[src/rtl/cap_regfile_pkg.sv]
// Shared types and helpers for the capability register file.
// Build option: CAP_REGFILE_BYPASS_EN enables same-cycle write forwarding.
package cap_regfile_pkg;

  typedef enum logic [1:0] {
    S_IDLE  = 2'd0,
    S_SWEEP = 2'd1,
    S_DONE  = 2'd2
  } sweep_state_e;

  localparam bit RST_DATA_BIT = 1'b0;
  localparam bit RST_TAG      = 1'b0;

  function automatic int aw_of(input int n);
    return (n > 1) ? $clog2(n) : 1;
  endfunction

endpackage

[src/rtl/cap_regfile_if.sv]
// Write, read and sweep-control bundle of the capability register file.
// Build option: CAP_REGFILE_BYPASS_EN (affects read behaviour only).
interface cap_regfile_if #(
  parameter int XLEN    = 32,
  parameter int NREGS   = 32,
  parameter int NRPORTS = 2
);
  import cap_regfile_pkg::*;

  localparam int AW = aw_of(NREGS);

  logic                    we;
  logic [AW-1:0]           waddr;
  logic [XLEN-1:0]         wdata;
  logic                    wtag;
  logic [NRPORTS*AW-1:0]   raddr;
  logic [NRPORTS*XLEN-1:0] rdata;
  logic [NRPORTS-1:0]      rtag;
  logic                    sweep_req;
  logic                    sweep_busy;
  logic                    sweep_done;

  modport master (
    output we, waddr, wdata, wtag,
    output raddr, sweep_req,
    input  rdata, rtag,
    input  sweep_busy, sweep_done
  );

  modport slave (
    input  we, waddr, wdata, wtag,
    input  raddr, sweep_req,
    output rdata, rtag,
    output sweep_busy, sweep_done
  );

endinterface

[src/rtl/cap_regfile_sweep.sv]
// Tag-sweep engine: walks entries 1..NREGS-1 issuing one tag clear per cycle.
// Build option: CAP_REGFILE_BYPASS_EN (no effect in this unit).
module cap_regfile_sweep
  import cap_regfile_pkg::*;
#(
  parameter int NREGS = 32,
  localparam int AW   = aw_of(NREGS)
) (
  input  logic          clk,
  input  logic          rst_n,
  input  logic          sweep_req,
  output logic          clr_en,
  output logic [AW-1:0] clr_idx,
  output logic          sweep_busy,
  output logic          sweep_done
);

  localparam logic [AW-1:0] LAST = AW'(NREGS - 1);
  localparam logic [AW-1:0] ONE  = AW'(1);

  sweep_state_e  state_q, state_d;
  logic [AW-1:0] idx_q, idx_d;

  always_ff @(posedge clk or negedge rst_n) begin
    if (!rst_n) begin
      state_q <= S_IDLE;
      idx_q   <= '0;
    end else begin
      state_q <= state_d;
      idx_q   <= idx_d;
    end
  end

  // Terminal compare on LAST; idx is never allowed to wrap.
  always_comb begin
    state_d = state_q;
    idx_d   = idx_q;
    unique case (state_q)
      S_IDLE: begin
        if (sweep_req) begin
          state_d = S_SWEEP;
          idx_d   = ONE;
        end
      end
      S_SWEEP: begin
        if (idx_q == LAST) state_d = S_DONE;
        else               idx_d   = idx_q + ONE;
      end
      S_DONE: begin
        state_d = S_IDLE;
        idx_d   = '0;
      end
      default: begin
        state_d = S_IDLE;
        idx_d   = '0;
      end
    endcase
  end

  always_comb begin
    clr_en     = (state_q == S_SWEEP);
    clr_idx    = idx_q;
    sweep_busy = (state_q == S_SWEEP);
    sweep_done = (state_q == S_DONE);
  end

endmodule

[src/rtl/cap_regfile.sv]
// Capability register file: XLEN data + tag per entry, entry 0 reads as zero.
// Build option: CAP_REGFILE_BYPASS_EN forwards same-cycle writes to reads.
module cap_regfile
  import cap_regfile_pkg::*;
#(
  parameter int XLEN    = 32,
  parameter int NREGS   = 32,
  parameter int NRPORTS = 2
) (
  input logic          clk,
  input logic          rst_n,
  cap_regfile_if.slave bus
);

  localparam int AW = aw_of(NREGS);

  logic [XLEN-1:0]         data_q [NREGS];
  logic [XLEN-1:0]         data_d [NREGS];
  logic [NREGS-1:0]        tag_q, tag_d;
  logic                    clr_en;
  logic [AW-1:0]           clr_idx;
  logic                    wr_hit;
  logic [NRPORTS*XLEN-1:0] rdata_w;
  logic [NRPORTS-1:0]      rtag_w;

  assign wr_hit = bus.we && (bus.waddr != '0);

  cap_regfile_sweep #(
    .NREGS(NREGS)
  ) u_sweep (
    .clk       (clk),
    .rst_n     (rst_n),
    .sweep_req (bus.sweep_req),
    .clr_en    (clr_en),
    .clr_idx   (clr_idx),
    .sweep_busy(bus.sweep_busy),
    .sweep_done(bus.sweep_done)
  );

  // Write is applied after the clear so it wins on a collision.
  always_comb begin
    data_d = data_q;
    tag_d  = tag_q;
    if (clr_en) tag_d[clr_idx] = RST_TAG;
    if (wr_hit) begin
      data_d[bus.waddr] = bus.wdata;
      tag_d[bus.waddr]  = bus.wtag;
    end
  end

  always_ff @(posedge clk or negedge rst_n) begin
    if (!rst_n) begin
      for (int i = 0; i < NREGS; i++)
        data_q[i] <= {XLEN{RST_DATA_BIT}};
      tag_q <= {NREGS{RST_TAG}};
    end else begin
      data_q <= data_d;
      tag_q  <= tag_d;
    end
  end

  for (genvar p = 0; p < NRPORTS; p++) begin : g_rd
    logic [AW-1:0]   ra;
    logic [XLEN-1:0] rd;
    logic            rt;

    assign ra = bus.raddr[p*AW +: AW];

    always_comb begin
      rd = data_q[ra];
      rt = tag_q[ra];
`ifdef CAP_REGFILE_BYPASS_EN
      if (wr_hit && (bus.waddr == ra)) begin
        rd = bus.wdata;
        rt = bus.wtag;
      end
`endif
      if (ra == '0) begin
        rd = '0;
        rt = 1'b0;
      end
    end

    assign rdata_w[p*XLEN +: XLEN] = rd;
    assign rtag_w[p]               = rt;
  end

  assign bus.rdata = rdata_w;
  assign bus.rtag  = rtag_w;

endmodule

[src/flat_wrapper.sv]
// flat-port wrapper written by rule: the top's interface ports become plain ports
module cap_regfile_flat import cap_regfile_pkg::*;
#(
  parameter int XLEN    = 32,
  parameter int NREGS   = 32,
  parameter int NRPORTS = 2
)
  (clk, rst_n, bus_we, bus_waddr, bus_wdata, bus_wtag, bus_raddr, bus_sweep_req, bus_rdata, bus_rtag, bus_sweep_busy, bus_sweep_done);
  cap_regfile_if #(.XLEN(XLEN), .NREGS(NREGS), .NRPORTS(NRPORTS)) bus_i ();
  input logic clk;
  input logic rst_n;
  input wire logic [$bits(bus_i.we)-1:0] bus_we;
  input wire logic [$bits(bus_i.waddr)-1:0] bus_waddr;
  input wire logic [$bits(bus_i.wdata)-1:0] bus_wdata;
  input wire logic [$bits(bus_i.wtag)-1:0] bus_wtag;
  input wire logic [$bits(bus_i.raddr)-1:0] bus_raddr;
  input wire logic [$bits(bus_i.sweep_req)-1:0] bus_sweep_req;
  output wire logic [$bits(bus_i.rdata)-1:0] bus_rdata;
  output wire logic [$bits(bus_i.rtag)-1:0] bus_rtag;
  output wire logic [$bits(bus_i.sweep_busy)-1:0] bus_sweep_busy;
  output wire logic [$bits(bus_i.sweep_done)-1:0] bus_sweep_done;
  assign bus_i.we = bus_we;
  assign bus_i.waddr = bus_waddr;
  assign bus_i.wdata = bus_wdata;
  assign bus_i.wtag = bus_wtag;
  assign bus_i.raddr = bus_raddr;
  assign bus_i.sweep_req = bus_sweep_req;
  assign bus_rdata = bus_i.rdata;
  assign bus_rtag = bus_i.rtag;
  assign bus_sweep_busy = bus_i.sweep_busy;
  assign bus_sweep_done = bus_i.sweep_done;
  cap_regfile #(.XLEN(XLEN), .NREGS(NREGS), .NRPORTS(NRPORTS)) u_core (.clk(clk), .rst_n(rst_n), .bus(bus_i));
endmodule
[config.mk]
export PLATFORM = sky130hd
export DESIGN_NAME = cap_regfile_flat
export DESIGN_NICKNAME = d
export VERILOG_FILES = /design/src/rtl/cap_regfile_pkg.sv /design/src/rtl/cap_regfile_if.sv /design/src/rtl/cap_regfile_sweep.sv /design/src/rtl/cap_regfile.sv /design/src/flat_wrapper.sv
export SDC_FILE = /design/constraint.sdc
export NUM_CORES = 2
export LEC_CHECK = 0
export CAP_MARGIN = 30
export CELL_PAD_IN_SITES_DETAIL_PLACEMENT = 1
export CELL_PAD_IN_SITES_GLOBAL_PLACEMENT = 1
export CORE_UTILIZATION = 40
export DETAILED_ROUTE_END_ITERATION = 10
export MAX_ROUTING_LAYER = met4
export PLACE_DENSITY = 0.68
export RECOVER_POWER = 100
export REMOVE_ABC_BUFFERS = 1
export SYNTH_ARGS = -nofsm -noshare
export SYNTH_HDL_FRONTEND = slang
export SYNTH_SLANG_ARGS = --single-unit
[constraint.sdc]
create_clock -name clk -period 7.6 [get_ports clk]
set_input_delay 2.28 -clock clk [delete_from_list [all_inputs] [get_ports clk]]
set_output_delay 2.28 -clock clk [all_outputs]
set_load 0.03 [all_outputs]
# After elaboration in Yosys (flattened, before gate mapping)
# Index checks and enable logic that the tools add are counted.
[totals]
ff_bits = 1063
in_bits = 52
out_inout_bits = 68
word_cells = 97
[op_classes]
n_addsub = 1
order_cmp = 10
eq_ne = 6
n_mux = 30
bitwise = 5
n_reduce_logical = 10
[op_table]
columns = ["cell", "count"]
rows = [
  ["1024-bit bitwise mux", 1],
  ["32-bit binary-select mux with 5-bit select", 2],
  ["32-bit two-way mux", 9],
  ["32-bit demux with 5-bit select", 1],
  ["32-bit AND", 1],
  ["32-bit bitwise mux", 1],
  ["32-bit NOT", 1],
  ["5-bit by 6-bit < comparator with 1-bit output (second input constant)", 4],
  ["6-bit >= comparator (second input constant)", 3],
  ["5-bit NOT with 6-bit output", 3],
  ["1-bit binary-select mux with 5-bit select", 2],
  ["1-bit demux with 5-bit select", 2],
  ["5-bit by 1-bit >= comparator with 1-bit output (second input constant)", 2],
  ["5-bit zero test", 2],
  ["5-bit two-way mux", 2],
  ["5-bit case mux with 2 select lines", 1],
  ["6-bit by 1-bit < comparator with 1-bit output (second input constant)", 1],
  ["1-bit two-way mux", 6],
  ["5-bit by 1-bit adder with 5-bit output (second input constant)", 1],
  ["5-bit equality test (second input constant)", 1],
  ["5-bit nonzero test", 1],
  ["1-bit logical AND", 4],
  ["2-bit two-way mux", 2],
  ["2-bit inequality test (second input constant)", 2],
  ["other kinds (6)", 7],
]

# Logic depth before layout (Yosys ltp)
[depth]
depth_word = 9
ltp_mapped = 9
depth_no_buf = 7

# By module
# From an unflattened synthesis, not the netlist that was laid out.
[unflattened]
cells_unflattened = 3833
area_unflattened_um2 = 57525.2
[by_module_without_submodules]
columns = ["mod", "n_inst", "cells_each", "area_per_inst_um2", "seq_area_each_um2"]
rows = [
  ["cap_regfile", 1, 3794, 57124.8, 26425.3],
  ["cap_regfile_sweep", 1, 39, 400.4, 175.2],
]

# Worst setup path before layout
# Ideal clock, no wire load.
[synth_timing]
kind = "input -> output"
start = "input bus_raddr[1]"
end = "output bus_rdata[17]"
t_arrival_ns = 4.131
t_required_ns = 5.320
path_slack_ns = 1.189
cell_stages = 8
path_buffers = 4
path_cell_list = "buf_4 -> buf_6 -> buf_12 -> nor2_2 -> buf_2 -> a221oi_1 -> o21ai_0 -> a311oi_1"
[synth_via]
elab_chain_len = 5
elab_cells_between_ends = 6
classes_between = "mux: 4; bitwise: 1; reduce/logical: 1"
[synth_rtl]
columns = ["item", "line_no", "text"]
rows = [
  ["from (decl)", "flat_wrapper.sv:16", "input wire logic [$bits(bus_i.raddr)-1:0] bus_raddr;"],
  ["5-bit NOT with 6-bit output (implied by the code)", "cap_regfile.sv:70", "rd = data_q[ra];"],
  ["32-bit binary-select mux with 5-bit select", "cap_regfile.sv:70", ""],
  ["32-bit two-way mux (implied by the code) (2 in a row)", "cap_regfile.sv:70", ""],
  ["32-bit two-way mux (*)", "cap_regfile.sv:78", "if (ra == '0) begin"],
  ["to (decl)", "flat_wrapper.sv:18", "output wire logic [$bits(bus_i.rdata)-1:0] bus_rdata;"],
]
# Every way passes the cells marked *; elsewhere a longest branch is shown, timed or not. The select of a mux whose other input is x is not followed.

# Worst setup path in the final report
[layout_timing]
start = "input bus_raddr[2]"
end = "output bus_rdata[22]"
# The elaborated chain is that of the path after synthesis.

==> run metrics <==
final wirelength 189 mm; Logic pwr share 21.6%; Post-synth EDFFs 0; GR Overflow Total 0; PortBufs approximately 120; DRC Markers 0; Final ANT Viol Nets 0; Chip Height between 300 and 400 microns; full die area 144000 sq um; Slowest cell on crit path clkbuf_4; CTS H-tree depth 3; largest stage delay on the critical path 0.71 ns; # fillers 13762; P_leak 0.0277 uW; Worst slew margin -180%; Starting Density 40.3%; Total GRT Usage 27.3%; Synth Cell Area 57100 sq um; WL/cell 32.4 microns; largest delay contributor family on the critical path buffers and inverters; fraction of registers with async set/reset 100%; drt first pass iters 5; initial antenna violation count 6; via count 37034; Avg Cell Area, Syn about 15 sq um; Fmax achieved approximately 140 MHz; endpoints failing hold 0; Pwr per Cell Area 272 nW/um^2; failing checks max-capacitance violations, max-slew violations; Period Utilization, post-route 95.7%; final max-slew violation count 1817; Clock Tree Root clkbuf_16; pre-CTS WS 0.521 ns; dpl hpwl 114 mm; clock sinks 1063; Synth cell types 52; row cnt 138; Sw Ratio 28.0%; setup TNS 0 ns; drt via density around 6.3; crit path cell chain buf_8, clkbuf_4, mux2i_1, a221oi_1, o21ai_0, a311oi_1, buf_12; TritonCTS buffer count about 120; Iteration-0 DRC Markers 3138; CTS clock-pin slew for the worst setup and hold paths 0.06 ns; first-pass GRT wire length 284 mm; Syn Inst Count just under 4000; WP data required about 5.3 ns; RSZ-0062 raised after global routing no; Peak supply drop 193 uV; Post-CTS Setup Bufs 0; worst slew pin tran 4.20 ns; CTS max path bufs 3; CTS Hold Bufs 0; routability cong. between 0.8 and 0.9; max-cap violation count 49; internal power ~13000 uW; NumNets Final 3902; Arrival @ worst endpoint 4.99 ns; CTS tree done; fin worst setup slack 0.330 ns; dpl cells 5610; Buf+Inv Stages, Crit Path 3; HP Class reg -> reg; clk_lat worst skew 0.74 ns; Tmin final 7.27 ns; final setup vio count 0; commonest cells after routing, fill and taps aside 1063 x dfrtp_1, 1010 x mux2_2, 462 x mux4_2; Synthesis Warnings 0; Post-Route Utilization 46.0%; Die W roughly 380 microns; PostCTS Resize Cnt 0; sequential element share of the synthesized area 46.6%; outcome finished with violations; Seq pwr share 43.3%; final std cells w/o fill 5840; CP Launch Type input pin; clock skew about 0.0076 ns; NetSw 4960 uW; commonest non-fill, non-tap cell in the layout dfrtp_1; Clk pwr share 35.1%; vias in the first global route about 40000; Ports 120; largest net degree at the start of global routing between 150 and 200; Worst Setup Path Type in -> out; fraction of layout cells with a size suffix above 1 48.8%; worst-path fanout max 49; Most used DFF post-synth dfrtp_1; area delta synth->final 14.0%; Crit. End Element primary output; total power 17700 uW; core area 142000 sq um; Seq cells post-synth 1063
-- sequential cells by signal (all words and copies together), names as in the netlist --
register and cells:
u_core.data_q 1024, u_core.u_sweep.clr_idx 5, u_core.u_sweep.state_q 2, u_core.tag_q 32
-- power by group through the flow --
stage	Sequential (uW)	Combinational, uW	Clock, uW
2_1_floorplan	7400	2550	0
3_3_place_gp	7640	3750	0
3_5_place_dp	7730	3890	0
4_1_cts	7640	3910	6330
5_1_grt	7820	4110	6530
6_report	7670	3830	6220
-- cells in the mapped netlist (all sizes together) (2+ instances only) --
library cell / count / share of area [%]
a211oi: 67 / 0.88
a21oi: 4 / 0.035
a221oi: 49 / 0.77
a22oi: 66 / 0.87
a311oi: 66 / 1.0
and2: 3 / 0.033
and3: 8 / 0.088
and3b: 2 / 0.031
buf: 250 / 2.8
clkbuf: 207 / 1.4
dfrtp: 1063 / 47
ha: 5 / 0.11
inv: 6 / 0.039
mux2: 1060 / 21
mux2i: 138 / 2.4
mux4: 462 / 18
nand2: 67 / 0.44
nand2b: 5 / 0.055
nand3: 5 / 0.044
nand3b: 3 / 0.039
nor2: 17 / 0.14
nor2b: 75 / 0.82
nor3: 4 / 0.055
nor3b: 7 / 0.15
o2111ai: 17 / 0.26
o211ai: 13 / 0.17
o21ai: 159 / 1.4
or2: 2 / 0.022
or3: 4 / 0.044
or4: 2 / 0.039
xnor2: 2 / 0.031
-- metal layers --
layer,part of all wire (%),global-route usage (%)
met5,0,-
met4,3.2,7.65
met3,5.9,3.65
met2,47,41.8
met1,44,38.1
-- final cells by class --
class | instances | area [sq um] | share of cell area (%)
antenna | 2 | 5.00 | 0.00769
timing repair buffer | 337 | 3780 | 5.81
multi-input combinational | 2319 | 28100 | 43.2
clock buffer | 176 | 3560 | 5.48
tap | 1890 | 2360 | 3.63
inverter | 6 | 25.0 | 0.0384
sequential | 1063 | 26600 | 40.9
clock inverter | 47 | 643 | 0.988
-- through the flow --
stage | hold slack, ns | area, sq um
2_1_floorplan | 0.365 | 54700
3_3_place_gp | 0.377 | 60900
3_5_place_dp | 0.383 | 61600
4_1_cts | 0.399 | 65800
5_1_grt | 0.410 | 65100
6_report | 0.394 | 65100
-- cell families after synthesis --
family                     synth area share, %
xor gates and xnor gates                0.0460
adders and majority gates                0.110
AOI/OAI and AO/OA                         5.41
muxes                                     41.5
and+or+nand+nor                           2.10
buffers and inverters                     4.21
DFF                                       46.6
-- final timing paths --
check | start | to | slack [ns] | cells after the start
setup / recovery | bus_raddr[2] | bus_rdata[22] | 0.33 | 7
hold / removal | u_core.data_q[1006] | u_core.data_q[1006] | 0.39 | 0
setup reg to reg | u_core.u_sweep.state_q[0] | u_core.tag_q[12] | 5.52 | 4
hold reg to reg | u_core.data_q[1006] | u_core.data_q[1006] | 0.39 | 0
max in group asynchronous | rst_n | u_core.data_q[142] | 1.58 | 2
min in group asynchronous | rst_n | u_core.tag_q[0] | 2.48 | 1
(Power assumes the default switching activity.)
